## config.mk

```make
export PLATFORM = sky130hd
export DESIGN_NAME = branch_sequencer
export DESIGN_NICKNAME = d
export VERILOG_FILES = /design/src/rtl/branch_sequencer.sv
export SDC_FILE = /design/constraint.sdc
export NUM_CORES = 1
export LEC_CHECK = 0
export BUFFER_PORTS_ARGS = -buffer_cell sky130_fd_sc_hd__buf_2
export CAP_MARGIN = 40
export CORE_UTILIZATION = 55
export DETAILED_ROUTE_END_ITERATION = 6
export PLACE_DENSITY_LB_ADDON = 0.1
export SYNTH_ARGS = -nofsm -noshare
export SYNTH_HDL_FRONTEND = slang
export SYNTH_SLANG_ARGS = --single-unit
```

## constraint.sdc

```tcl
create_clock -name clk -period 6.4 [get_ports clk]
set_input_delay 0 -clock clk [delete_from_list [all_inputs] [get_ports clk]]
set_output_delay 0 -clock clk [all_outputs]
set_load 0.01 [all_outputs]
```

## src/rtl/branch_sequencer.sv

```systemverilog
// Single-issue fetch/offer/resolve sequencer with PC-relative branches.
// Optional FLAG_FWD_EN forwards same-cycle flag writes into branch resolution.
`ifndef OP_JMP
`define OP_JMP  4'h1
`endif
`ifndef OP_BRZ
`define OP_BRZ  4'h2
`endif
`ifndef OP_BRNZ
`define OP_BRNZ 4'h3
`endif
`ifndef OP_BRNS
`define OP_BRNS 4'h4
`endif

module branch_sequencer #(
  parameter logic [15:0] RESET_PC = 16'h0000
) (
  input  logic        clk,
  input  logic        rst,
  output logic        imem_req,
  output logic [15:0] imem_addr,
  input  logic        imem_ack,
  input  logic [15:0] imem_rdata,
  output logic        instr_valid,
  input  logic        instr_ready,
  output logic [15:0] instr_out,
  output logic [15:0] instr_pc,
  input  logic        br_valid,
  input  logic [3:0]  br_type,
  input  logic [15:0] br_offset,
  input  logic        flag_we,
  input  logic [3:0]  flag_in,
  output logic [3:0]  flags,
  output logic [15:0] pc,
  output logic        br_taken,
  output logic        busy
);

  typedef enum logic [1:0] {
    IDLE,
    FETCH,
    OFFER,
    RESOLVE
  } state_t;

  state_t      state;
  state_t      next_state;
  logic [3:0]  br_type_q;
  logic [15:0] br_off_q;
  logic [3:0]  eval_flags;
  logic        taken;
  logic        hs;

`ifdef FLAG_FWD_EN
  assign eval_flags = flag_we ? flag_in : flags;
`else
  assign eval_flags = flags;
`endif

  always_ff @(posedge clk or posedge rst) begin
    if (rst) state <= IDLE;
    else     state <= next_state;
  end

  always_comb begin
    next_state  = state;
    imem_req    = 1'b0;
    instr_valid = 1'b0;
    br_taken    = 1'b0;
    busy        = 1'b1;
    taken       = 1'b0;
    hs          = 1'b0;
    case (br_type_q)
      `OP_JMP:  taken = 1'b1;
      `OP_BRZ:  taken = eval_flags[0];
      `OP_BRNZ: taken = ~eval_flags[0];
      `OP_BRNS: taken = ~eval_flags[1];
      default:  taken = 1'b0;
    endcase
    unique case (state)
      IDLE: begin
        busy       = 1'b0;
        next_state = FETCH;
      end
      FETCH: begin
        imem_req = 1'b1;
        if (imem_ack) next_state = OFFER;
      end
      OFFER: begin
        instr_valid = 1'b1;
        hs          = instr_ready;
        if (hs) next_state = br_valid ? RESOLVE : FETCH;
      end
      RESOLVE: begin
        br_taken   = taken;
        next_state = FETCH;
      end
      default: next_state = IDLE;
    endcase
  end

  assign imem_addr = pc;

  always_ff @(posedge clk or posedge rst) begin
    if (rst) begin
      pc        <= RESET_PC;
      instr_out <= 16'h0000;
      instr_pc  <= 16'h0000;
      br_type_q <= 4'h0;
      br_off_q  <= 16'h0000;
    end else begin
      case (state)
        FETCH: begin
          if (imem_ack) begin
            instr_out <= imem_rdata;
            instr_pc  <= pc;
          end
        end
        OFFER: begin
          if (hs && br_valid) begin
            br_type_q <= br_type;
            br_off_q  <= br_offset;
          end else if (hs) begin
            pc <= pc + 16'd1;
          end
        end
        RESOLVE: begin
          pc <= taken ? instr_pc + br_off_q
                      : instr_pc + 16'd1;
        end
        default: ;
      endcase
    end
  end

  // Flags load in every state, independent of the sequencer.
  always_ff @(posedge clk or posedge rst) begin
    if (rst)          flags <= 4'h0;
    else if (flag_we) flags <= flag_in;
  end

endmodule

```

==> metrics.yaml <==
yosys:
  synth_edf_count: 0
  avgSynthCellArea_sq_um: 10.7
  synth-main-ff-cell: "dfrtp_1"
  seq_area_frac_synth_pct: 44.5
  async_flop_share_pct: 100
  synth_warnings: 0
  syn_inst: 389
  syn_nets: 452
  synth_seq_cells: 74
  syn_area_sq_um: 4160
  synth_cell_types: 55
global_route:
  track_usage_pct: 27.1
  grt_pass1_vias: 3361
  busiest_layer: "met2"
  met2_usage_pct: 43.1
  gr-usage-met3_pct: 5.08
  grt_pass1_wl_um: 16100
  grt_max_degree: 42
  antenna_found_initial: 0
  grtUsageMet1_pct: 36.9
  grt.overflow.total: 0
min_path:
  hold_path_class: "input port to flip-flop"
critical_path:
  crit_type: "flip-flop to flip-flop"
  start_kind: "flip-flop"
  path_max_fanout: 16
  worst_setup_path_end_kind: "flip-flop"
  worstPathArrival_ns: 3.36
  worstPathRequired_ns: 6.65
die:
  fp.coreArea_sq_um: 7290
  initial_core_util_pct: 57.1
  dieArea_sq_um: 7920
  die_w_um: 89.0
  row_count: 31
  die_h_um: 89.0
  ios: 118
timing:
  hold_ws_ns: 0.266
  setup_viol: 0
  fin_crit_ns: 3.10
  setup_tns_ns: 0
  max_freq_mhz: 322
  slew_viol_final: 0
  rsz0062_at_grt: "false"
  relSlewSlack_pct: 49.6
  worstMarginPinSlew_ns: 0.753
  fin_skew_ns: 0.00922
  period_share_pct: 48.5
  finalHoldViolCount: 0
placement:
  dpl.hpwl_um: 6740
  placed_area_sq_um: 4730
  portBuffers: 117
  finalWeightedCongestion: 0.906
  dp_cells: 579
pwr:
  p_per_area_nw_per_um2: 479
  ir_worst_vdd_uv: 244
  p_leak_nw: 2.55
layout:
  insertedDiodeCount: 0
  fin_cells: 642
  fill_cells: 548
  multi_input_area_sq_um: 2100
  synthToLayoutAreaGrowth_pct: 29.6
  post-route-util_pct: 74.0
  final_cell_mix: "buf_2, dfrtp_1, mux2_2"
  drive_gt1_share_pct: 37.9
  seqCellArea_sq_um: 1850
  stdcell_area_sq_um: 5390
  layout_commonest_cell: "buf_2"
  final_nets: 602
clocking:
  cts_sinks: 74
  clk_pin_slew_worst_paths_ns: 0.08
  cts-htree-levels: 3
  ctsLongestPathBuffers: 2
  cts_buffers: 9
  postCtsSetupBuffers: 0
  cts_tree: "built"
  cts_resized: 0
  clk_latency_ns: 0.34
  cts_root_buf: "clkbuf_8"
  cts_hold_buf: 48
routing:
  wirelength_um: 10100
  drt-vias-per-instance: 5.51
  vias: 3536
  drt_iter0_markers: 181
  postRouteAntennaNets: 0
  drc: 0
  dr.pass1.iters: 4
  wl_per_cell_um: 15.7
flow_run:
  maxCapViolCount: 0
outcome:
  status: "complete, no violations"
## power by group
part           internal, mW  leakage (nW)  switching (mW)  total, mW
combinational         0.633          1.57           0.703       1.34
clock                 0.177        0.0921           0.172      0.349
sequential            0.682         0.888           0.216      0.898
## registers in the layout, summed over array words and instances (netlist names)
signal and flops:
instr_out 16, imem_addr 16, br_type_q 4, flags 4, state 2, instr_pc 16, br_off_q 16
## per-stage QoR
step	worst slack, ns	power (mW)
after floorplan	3.49	1.84
after global placement	2.91	2.15
after detailed placement	3.33	2.19
after CTS	3.30	2.57
after global routing	2.94	2.80
final	3.30	2.58
## synthesized netlist by cell type (4+ instances only)
| cell type | instances | area [sq um] |
|---|---|---|
| a211oi_1 | 7 | 52.6 |
| xnor2_1 | 5 | 43.8 |
| nand3_1 | 9 | 45.0 |
| o22ai_1 | 4 | 25.0 |
| nand4_1 | 9 | 56.3 |
| dfrtp_1 | 74 | 1850 |
| mux2_2 | 55 | 619 |
| nor2_1 | 22 | 82.6 |
| xor2_1 | 6 | 52.6 |
| ha_1 | 16 | 200 |
| buf_2 | 4 | 20.0 |
| a21oi_1 | 32 | 160 |
| buf_4 | 17 | 128 |
| o21ai_0 | 11 | 55.1 |
| clkbuf_1 | 7 | 26.3 |
| nor3_1 | 7 | 35.0 |
| o21a_1 | 4 | 30.0 |
| and2_1 | 18 | 113 |
| nand2_1 | 26 | 97.6 |
| nor2b_1 | 4 | 25.0 |
## final cells by class
type	instances	share of cell area, %
clock buffer	10	2.37
clock inverter	5	1.04
inverter	3	0.209
multi-input combinational	281	38.9
sequential	74	34.3
tap	99	2.30
timing repair buffer	170	20.8
## final timing paths
kind,from,to,depth (start not counted),slack (ns)
setup / recovery,br_type_q[0],imem_addr[12],13,3.30
min in group asynchronous,rst,instr_pc[15],4,0.31
max in group asynchronous,rst,state[0],5,5.52
setup reg to reg,br_type_q[0],imem_addr[12],13,3.30
hold reg to reg,br_off_q[6],br_off_q[6],1,0.50
hold / removal,imem_ack,state[0],4,0.27
## kinds of logic after synthesis
| family | count (synthesis) | share of synthesized area [%] |
|---|---|---|
| XOR/XNOR | 11 | 2.31 |
| adder cells (fa/ha/maj) | 17 | 5.29 |
| AND/OR/NAND/NOR | 115 | 14.8 |
| multiplexers | 59 | 15.9 |
| flip-flops | 74 | 44.5 |
| buffers and inverters | 34 | 5.08 |
| AO/OA/AOI/OAI | 79 | 12.2 |
## per-layer routing
layer | wire, um | share of wire [%]
met3 | 627 | 6.2
met1 | 4500 | 45
met5 | 0 | 0
met2 | 4800 | 48
met4 | 137 | 1.4
## critical path, stage by stage, from the launching register on
cell and delay (ns):
dfrtp_1 0.40, nor2b_1 0.19, mux2i_1 0.13, a21oi_1 0.14, buf_4 0.20, nand2b_1 0.09
ha_1 0.21, fa_1 0.41, a211oi_1 0.31, o21ai_1 0.13, a31oi_1 0.30, a21oi_1 0.13
xnor2_1 0.14, a211oi_1 0.23
No activity file was read; power rests on OpenSTA's default activity.
